`src/rtl/connect4_pkg.sv`:
```
// Shared types and constants for the Connect Four game controller.
// Keycode values follow the keyboard scan codes used by the keycode source.
package connect4_pkg;

  localparam int NCOLS_DEF       = 7;
  localparam int NROWS_DEF       = 6;
  localparam int ACK_TIMEOUT_DEF = 4;
  localparam int WIN_LATENCY_DEF = 1;

  localparam logic [7:0] KEY_NONE     = 8'h00;
  localparam logic [7:0] KEY_COL0     = 8'h1E;  // '1' -> column 0
  localparam logic [7:0] KEY_COL_LAST = 8'h24;  // '7' -> column 6
  localparam logic [7:0] KEY_NEWGAME  = 8'h28;  // Enter

  typedef enum logic {
    RED   = 1'b0,
    BLACK = 1'b1
  } player_t;

  typedef enum logic [1:0] {
    NONE    = 2'b00,
    RED_W   = 2'b01,
    BLACK_W = 2'b10,
    DRAW    = 2'b11
  } winner_t;

  typedef enum logic [2:0] {
    ST_IDLE,
    ST_ISSUE,
    ST_WAIT_ACK,
    ST_SETTLE,
    ST_CHECK,
    ST_GAME_OVER
  } seq_state_t;

  // Winner code naming the given player.
  function automatic winner_t win_code(input player_t p);
    return (p == BLACK) ? BLACK_W : RED_W;
  endfunction

  // The player who is not p.
  function automatic player_t opponent(input player_t p);
    return (p == BLACK) ? RED : BLACK;
  endfunction

endpackage

```
`src/rtl/turn_sequencer_if.sv`:
```
// Signal bundle between the turn sequencer and its surroundings: keycode source,
// per-column piece-stack blocks, win detector and status consumers.
interface turn_sequencer_if
  import connect4_pkg::*;
#(
  parameter int NCOLS = NCOLS_DEF
);

  logic [7:0]       keycode;
  logic [NCOLS-1:0] col_req;
  logic             col_color;
  logic [NCOLS-1:0] col_ack;
  logic [NCOLS-1:0] col_full;
  logic             win_red;
  logic             win_black;
  logic             turn_black;
  logic [5:0]       move_count;
  logic             invalid_move;
  logic             game_over;
  logic [1:0]       winner;

  // The sequencer side.
  modport master (
    input  keycode,
    input  col_ack,
    input  col_full,
    input  win_red,
    input  win_black,
    output col_req,
    output col_color,
    output turn_black,
    output move_count,
    output invalid_move,
    output game_over,
    output winner
  );

  // Everything around the sequencer: keyboard, columns, win detector, display.
  modport slave (
    output keycode,
    output col_ack,
    output col_full,
    output win_red,
    output win_black,
    input  col_req,
    input  col_color,
    input  turn_black,
    input  move_count,
    input  invalid_move,
    input  game_over,
    input  winner
  );

endinterface

```
`src/rtl/key_strobe.sv`:
```
// Turns the raw keycode level into single-cycle press strobes. A strobe fires
// only on the transition from "no key" to a key, so a held key never repeats.
// Strobes are registered, giving one cycle of latency into the sequencer.
module key_strobe
  import connect4_pkg::*;
#(
  parameter int NCOLS = NCOLS_DEF,
  parameter int CW    = 3
) (
  input  logic          frame_clk,
  input  logic          Reset,
  input  logic [7:0]    keycode,
  output logic          col_strobe,
  output logic [CW-1:0] col_idx,
  output logic          newgame_strobe
);

  logic [7:0] prev_key;
  logic       press;
  logic [7:0] key_off;
  logic       is_col;

  // Edge detect and column decode; keys mapping at or past NCOLS are not columns.
  always_comb begin
    press   = (prev_key == KEY_NONE) && (keycode != KEY_NONE);
    key_off = keycode - KEY_COL0;
    is_col  = (keycode >= KEY_COL0) && (keycode <= KEY_COL_LAST) &&
              (key_off < 8'(NCOLS));
  end

  // prev_key tracks the keycode every cycle regardless of sequencer state.
  // NOTE: registers are written with <= so every flop samples pre-edge values;
  // a blocking = here would let prev_key update before press is evaluated.
  always_ff @(posedge frame_clk or posedge Reset) begin
    if (Reset) begin
      prev_key       <= KEY_NONE;
      col_strobe     <= 1'b0;
      col_idx        <= '0;
      newgame_strobe <= 1'b0;
    end else begin
      prev_key       <= keycode;
      col_strobe     <= press && is_col;
      col_idx        <= key_off[CW-1:0];
      newgame_strobe <= press && (keycode == KEY_NEWGAME);
    end
  end

endmodule

```
`src/rtl/turn_sequencer.sv`:
```
// Game-level controller for the Connect Four board. Converts key presses into
// single drop requests to the column blocks, alternates red/black turns,
// rejects full columns, abandons moves whose ack never arrives, and watches
// the win detector to declare a win or draw, then holds until a new-game key.
module turn_sequencer
  import connect4_pkg::*;
#(
  parameter int NCOLS       = NCOLS_DEF,
  parameter int NROWS       = NROWS_DEF,
  parameter int ACK_TIMEOUT = ACK_TIMEOUT_DEF,
  parameter int WIN_LATENCY = WIN_LATENCY_DEF
) (
  input logic              frame_clk,
  input logic              Reset,
  turn_sequencer_if.master bus
);

  localparam int CW   = (NCOLS > 1) ? $clog2(NCOLS) : 1;
  localparam int TMAX = (ACK_TIMEOUT > WIN_LATENCY) ? ACK_TIMEOUT : WIN_LATENCY;
  localparam int TW   = (TMAX > 1) ? $clog2(TMAX + 1) : 1;

  localparam logic [TW-1:0] ACK_LAST    = TW'((ACK_TIMEOUT > 0) ? ACK_TIMEOUT - 1 : 0);
  localparam logic [TW-1:0] SETTLE_LAST = TW'((WIN_LATENCY > 0) ? WIN_LATENCY - 1 : 0);
  localparam logic [5:0]    MAX_MOVES   = 6'(NCOLS * NROWS);

  // Decoded key presses.
  logic          col_strobe;
  logic [CW-1:0] col_idx;
  logic          newgame_strobe;

  // State and datapath registers with their next values.
  seq_state_t    state,        state_nxt;
  logic [CW-1:0] col_sel,      col_sel_nxt;
  logic [TW-1:0] timer,        timer_nxt;
  logic [5:0]    move_count,   move_count_nxt;
  player_t       turn,         turn_nxt;
  winner_t       winner,       winner_nxt;
  logic          game_over,    game_over_nxt;
  logic          invalid_move, invalid_nxt;

  logic mover_won;
  logic opp_won;

  key_strobe #(
    .NCOLS (NCOLS),
    .CW    (CW)
  ) u_key_strobe (
    .frame_clk      (frame_clk),
    .Reset          (Reset),
    .keycode        (bus.keycode),
    .col_strobe     (col_strobe),
    .col_idx        (col_idx),
    .newgame_strobe (newgame_strobe)
  );

  // All sequencer state; Reset is asynchronous so a pending request drops at once.
  always_ff @(posedge frame_clk or posedge Reset) begin
    if (Reset) begin
      state        <= ST_IDLE;
      col_sel      <= '0;
      timer        <= '0;
      move_count   <= '0;
      turn         <= RED;
      winner       <= NONE;
      game_over    <= 1'b0;
      invalid_move <= 1'b0;
    end else begin
      state        <= state_nxt;
      col_sel      <= col_sel_nxt;
      timer        <= timer_nxt;
      move_count   <= move_count_nxt;
      turn         <= turn_nxt;
      winner       <= winner_nxt;
      game_over    <= game_over_nxt;
      invalid_move <= invalid_nxt;
    end
  end

  // Next-state and datapath update for the move sequence.
  // NOTE: every variable gets its hold value before the case statement, so no
  // path through the block leaves one unassigned and no latch is inferred.
  always_comb begin
    state_nxt      = state;
    col_sel_nxt    = col_sel;
    timer_nxt      = timer;
    move_count_nxt = move_count;
    turn_nxt       = turn;
    winner_nxt     = winner;
    game_over_nxt  = game_over;
    invalid_nxt    = 1'b0;
    mover_won      = (turn == BLACK) ? bus.win_black : bus.win_red;
    opp_won        = (turn == BLACK) ? bus.win_red   : bus.win_black;

    unique case (state)
      ST_IDLE: begin
        if (col_strobe) begin
          if (bus.col_full[col_idx]) begin
            invalid_nxt = 1'b1;
          end else begin
            col_sel_nxt = col_idx;
            state_nxt   = ST_ISSUE;
          end
        end
      end

      ST_ISSUE: begin
        timer_nxt = '0;
        state_nxt = ST_WAIT_ACK;
      end

      ST_WAIT_ACK: begin
        if (bus.col_ack[col_sel]) begin
          if (move_count < MAX_MOVES) begin
            move_count_nxt = move_count + 6'd1;
          end
          timer_nxt = '0;
          state_nxt = (WIN_LATENCY == 0) ? ST_CHECK : ST_SETTLE;
        end else if (timer == ACK_LAST) begin
          invalid_nxt = 1'b1;
          state_nxt   = ST_IDLE;
        end else begin
          timer_nxt = timer + TW'(1);
        end
      end

      ST_SETTLE: begin
        if (timer == SETTLE_LAST) begin
          state_nxt = ST_CHECK;
        end else begin
          timer_nxt = timer + TW'(1);
        end
      end

      ST_CHECK: begin
        // The mover takes precedence when both flags are up.
        if (mover_won) begin
          winner_nxt    = win_code(turn);
          game_over_nxt = 1'b1;
          state_nxt     = ST_GAME_OVER;
        end else if (opp_won) begin
          winner_nxt    = win_code(opponent(turn));
          game_over_nxt = 1'b1;
          state_nxt     = ST_GAME_OVER;
        end else if (move_count == MAX_MOVES) begin
          winner_nxt    = DRAW;
          game_over_nxt = 1'b1;
          state_nxt     = ST_GAME_OVER;
        end else begin
          turn_nxt  = opponent(turn);
          state_nxt = ST_IDLE;
        end
      end

      ST_GAME_OVER: begin
        if (newgame_strobe) begin
          move_count_nxt = '0;
          winner_nxt     = NONE;
          game_over_nxt  = 1'b0;
          turn_nxt       = RED;
          state_nxt      = ST_IDLE;
        end
      end

      default: state_nxt = ST_IDLE;
    endcase
  end

  // Drop request is a Moore output of ISSUE, so it lasts exactly one cycle.
  always_comb begin
    bus.col_req   = '0;
    bus.col_color = 1'b0;
    if (state == ST_ISSUE) begin
      bus.col_req   = NCOLS'(1) << col_sel;
      bus.col_color = turn;
    end
  end

  assign bus.turn_black   = turn;
  assign bus.move_count   = move_count;
  assign bus.invalid_move = invalid_move;
  assign bus.game_over    = game_over;
  assign bus.winner       = winner;

endmodule

```
`src/flat_wrapper.sv`:
```
// flat-port wrapper written by rule: the top's interface ports become plain ports
module turn_sequencer_flat import connect4_pkg::*;
#(
  parameter int NCOLS       = NCOLS_DEF,
  parameter int NROWS       = NROWS_DEF,
  parameter int ACK_TIMEOUT = ACK_TIMEOUT_DEF,
  parameter int WIN_LATENCY = WIN_LATENCY_DEF
)
  (frame_clk, Reset, bus_keycode, bus_col_ack, bus_col_full, bus_win_red, bus_win_black, bus_col_req, bus_col_color, bus_turn_black, bus_move_count, bus_invalid_move, bus_game_over, bus_winner);
  turn_sequencer_if #(.NCOLS(NCOLS)) bus_i ();
  input logic frame_clk;
  input logic Reset;
  input wire logic [$bits(bus_i.keycode)-1:0] bus_keycode;
  input wire logic [$bits(bus_i.col_ack)-1:0] bus_col_ack;
  input wire logic [$bits(bus_i.col_full)-1:0] bus_col_full;
  input wire logic [$bits(bus_i.win_red)-1:0] bus_win_red;
  input wire logic [$bits(bus_i.win_black)-1:0] bus_win_black;
  output wire logic [$bits(bus_i.col_req)-1:0] bus_col_req;
  output wire logic [$bits(bus_i.col_color)-1:0] bus_col_color;
  output wire logic [$bits(bus_i.turn_black)-1:0] bus_turn_black;
  output wire logic [$bits(bus_i.move_count)-1:0] bus_move_count;
  output wire logic [$bits(bus_i.invalid_move)-1:0] bus_invalid_move;
  output wire logic [$bits(bus_i.game_over)-1:0] bus_game_over;
  output wire logic [$bits(bus_i.winner)-1:0] bus_winner;
  assign bus_i.keycode = bus_keycode;
  assign bus_i.col_ack = bus_col_ack;
  assign bus_i.col_full = bus_col_full;
  assign bus_i.win_red = bus_win_red;
  assign bus_i.win_black = bus_win_black;
  assign bus_col_req = bus_i.col_req;
  assign bus_col_color = bus_i.col_color;
  assign bus_turn_black = bus_i.turn_black;
  assign bus_move_count = bus_i.move_count;
  assign bus_invalid_move = bus_i.invalid_move;
  assign bus_game_over = bus_i.game_over;
  assign bus_winner = bus_i.winner;
  turn_sequencer #(.NCOLS(NCOLS), .NROWS(NROWS), .ACK_TIMEOUT(ACK_TIMEOUT), .WIN_LATENCY(WIN_LATENCY)) u_core (.frame_clk(frame_clk), .Reset(Reset), .bus(bus_i));
endmodule
```
`config.mk`:
```
export PLATFORM = sky130hd
export DESIGN_NAME = turn_sequencer_flat
export DESIGN_NICKNAME = d
export VERILOG_FILES = /design/src/rtl/connect4_pkg.sv /design/src/rtl/turn_sequencer_if.sv /design/src/rtl/key_strobe.sv /design/src/rtl/turn_sequencer.sv /design/src/flat_wrapper.sv
export SDC_FILE = /design/constraint.sdc
export NUM_CORES = 1
export LEC_CHECK = 0
export CORE_MARGIN = 8
export CORE_UTILIZATION = 40
export DETAILED_ROUTE_END_ITERATION = 8
export PLACE_DENSITY = 0.79
export SLEW_MARGIN = 20
export SYNTH_ARGS = -nofsm -noshare
export SYNTH_HDL_FRONTEND = slang
export SYNTH_SLANG_ARGS = --single-unit
```
`constraint.sdc`:
```
create_clock -name frame_clk -period 1.8 [get_ports frame_clk]
set_input_delay 0.36 -clock frame_clk [delete_from_list [all_inputs] [get_ports frame_clk]]
set_output_delay 0.36 -clock frame_clk [all_outputs]
set_load 0.005 [all_outputs]
```
==> reports/qor.txt <==
Commonest cells after routing, fill and taps aside -> clkdlybuf4s50_1, dfrtp_1, buf_4
Crit path time final -> 1.81 ns
Lkg Pwr -> 1.07 nW
Mapped Cells -> 184
DP Area -> 2370 µm²
Global-route wire length before repair -> 6990 µm
ANT nets after route -> 0
Crit Path Category -> reg2out
# diodes -> 0
Initial Utilization -> 40.7%
DP Worst Slack -> -0.166 ns
Total power -> 2.83 mW
Maximum vdd drop -> 620 µV
RR Startpoint -> u_core.u_key_strobe.col_idx[0]
Reg power frac -> 34.4%
Vias -> 1582
Worst r2r dst -> u_core.col_sel[0]
Clk slew on worst S/H paths -> 0.07 ns
I/O pin cnt -> 45
Power Density -> 1130 nW/µm²
Setup Total Neg Slack -> -0.0116 ns
First drt pass iteration count -> 4
Synth Warn # -> 0
Per-cell routed wire length -> 13.7 µm
Fin util -> 58.5%
Critical Path RT -> 1.44 ns
Number of flops mapped to enable cells by yosys -> 0
Final WS setup -> -0.0116 ns
Int Power -> 1.87 mW
Setup Viol. Count Final -> 1
Logic gate share of total power -> 41.4%
CTS tree -> yes
Number of port buffers -> 44
Num Clock Sinks -> 32
Total CTS buffers -> 5
RSZ-0062 raised after global routing -> yes
Nature of the critical path startpoint -> flop
Nets -> 283
Clock Skews -> 0.00555 ns
DRC viols -> 0
Core ar. -> 4290 µm²
Status -> complete, but fails checks
Vias per cell -> 5.20
DRT iter0 DRCs -> 60
Seq/Total Area, Yosys -> 45.8%
Fin crit share -> 101%
#FFs+latches synth -> 32
Worst slew pin tran -> 0.410 ns
Initial antenna violation count -> 0
Rows -> 24
Routed WL -> 4170 µm
F_max -> 552 MHz
Die Ht -> 82.1 µm
FILL cells -> 381
Layout cells sized above 1 -> 20.2%
Htree depth -> 2
Synthesized area per cell -> 9.50 µm²
CP Data Arrival Time -> 1.45 ns
Post-CTS Hold Fix Bufs -> 0
Register-to-Register Path Depth -> 5
Critical Path, Cell by Cell -> nor3_2, nand2b_1, buf_6, nor3_4, buf_2
Sw Pwr -> 0.961 mW
Post-synth ARST share -> 100%
Clock power frac -> 24.2%
Post-synth net total -> 216
Die area -> 6740 µm²
Pin count of the biggest net entering global routing -> 33
CP endpoint kind -> output pin
Net Sw Frac -> 34.0%
Slew headroom -> 72.6%
Root buf cell -> clkbuf_8
Hold crit path type -> in2async
Post-route design area -> 2510 µm²
Largest stage delay, worst path -> 0.39 ns
P&R area growth vs syn -> 43.7%
Final Hold Vio Count -> 0
Pins over their slew limit -> 0
GRT Overall Usage -> 13.2%
Die W -> 82.1 µm
GRT Residual Overflow -> 0
Max_cap viols -> 0
Failing checks -> negative setup slack
Clock Latency Late Sink -> 0.29 ns
Syn Std Cell Area -> 1750 µm²
Critical Path Fanout Max -> 4
Vias in the first global route -> 1583
Library cells used by synthesis -> 49
HPWL Detailed -> 3210 µm
Worst reg2reg setup slack -> 0.12 ns
Routability congestion estimate -> 0.801
Crit-path slowest cell -> dfrtp_1
Most common cell after layout, fill and taps aside -> clkdlybuf4s50_1
CTS Buffer Depth -> 2
Post-synth top flop -> dfrtp_1
what timing repair did:
action                                 in CTS  in global routing
setup endpoints to repair                   8                 11
resized for setup                          18                 14
endpoints found under the hold margin       0                  0
pin swaps                                   1                  3
setup buffers                               3                  0
synthesized netlist by cell type (3+ instances only):
library cell	number	area [µm²]
mux2i_1	8	80.1
nand2_1	16	60.1
ha_1	6	75.1
nor4_1	3	18.8
a21oi_1	5	25.0
nand3_1	13	65.1
nor2b_1	4	25.0
inv_1	15	56.3
dfrtp_1	32	801
nor4b_1	3	26.3
o21ai_0	12	60.1
nor2_1	17	63.8
nand2b_1	4	25.0
nor3_1	4	20.0
worst max-delay path by stage:
stage / start / end / slack, ns
2_1_floorplan: u_core.col_sel[1] / u_core.bus.move_count[3] / 0.20
4_1_cts: u_core.state[0] / bus_col_req[0] / -0.05
3_5_place_dp: bus_col_ack[4] / u_core.bus.move_count[3] / -0.17
3_3_place_gp: bus_col_ack[6] / u_core.bus.move_count[3] / -0.12
6_report: u_core.state[2] / bus_col_req[0] / -0.01
5_1_grt: u_core.state[2] / bus_col_req[0] / -0.09
area by class of cell:
type | count | area, µm² | area share (%)
Clock inverter | 3 | 42.5 | 1.69
Clock buffer | 5 | 68.8 | 2.74
Timing Repair Buffer | 66 | 581 | 23.1
Multi-Input combinational cell | 131 | 896 | 35.7
Tap cell | 52 | 65.1 | 2.59
Inverter | 15 | 56.3 | 2.24
Sequential cell | 32 | 803 | 32.0
registers in the layout (all words and copies together) (netlist names):
name and flops:
u_core.u_key_strobe.col_strobe 1, u_core.u_key_strobe.prev_key 7, u_core.bus.move_count 6, u_core.bus.turn_black 1, u_core.timer 3, u_core.state 3, u_core.bus.invalid_move 1, u_core.bus.game_over 1
u_core.col_sel 3, u_core.u_key_strobe.newgame_strobe 1, u_core.bus.winner 2, u_core.u_key_strobe.col_idx 3
metrics by stage:
| stage | hold WS (ns) | instances |
|---|---|---|
| finish | 0.453 | 304 |
| global route | 0.520 | 304 |
| CTS | 0.467 | 304 |
| detailed placement | 0.467 | 293 |
| global placement | 0.470 | 293 |
| floorplan | 0.391 | 184 |
cells by family after synthesis:
| logic type | Yosys count | share of synthesized area (%) |
|---|---|---|
| AOI/OAI and AO/OA | 38 | 15.7 |
| xor gates and xnor gates | 1 | 0.501 |
| adders and majority gates | 6 | 4.29 |
| buffers and inverters | 21 | 4.94 |
| DFF | 32 | 45.8 |
| muxes | 10 | 5.87 |
| and+or+nand+nor | 76 | 22.9 |
metal layers:
metal  vias up  global-route usage [%]  share of wire (%)
li1        786                       -                  -
met1       741                    15.4                 44
met2        46                    21.9                 46
met3         9                    4.22                7.8
met4         0                    5.26                1.4
met5         -                       0                  0
power by group through the flow:
stage	Sequential [mW]	Clock [mW]	Combinational, mW
after floorplan	0.993	0	0.566
after global routing	0.993	0.735	1.30
final	0.974	0.685	1.17
after global placement	0.976	0	1.10
after CTS	0.972	0.710	1.14
after detailed placement	0.978	0	1.13
critical path, delay by kind of cell (launching register included):
kind	cells	cell delay [ns]
flops	1	0.39
simple gates	3	0.48
buf+inv	2	0.29
Note: power is estimated with default switching activity, not from simulation.
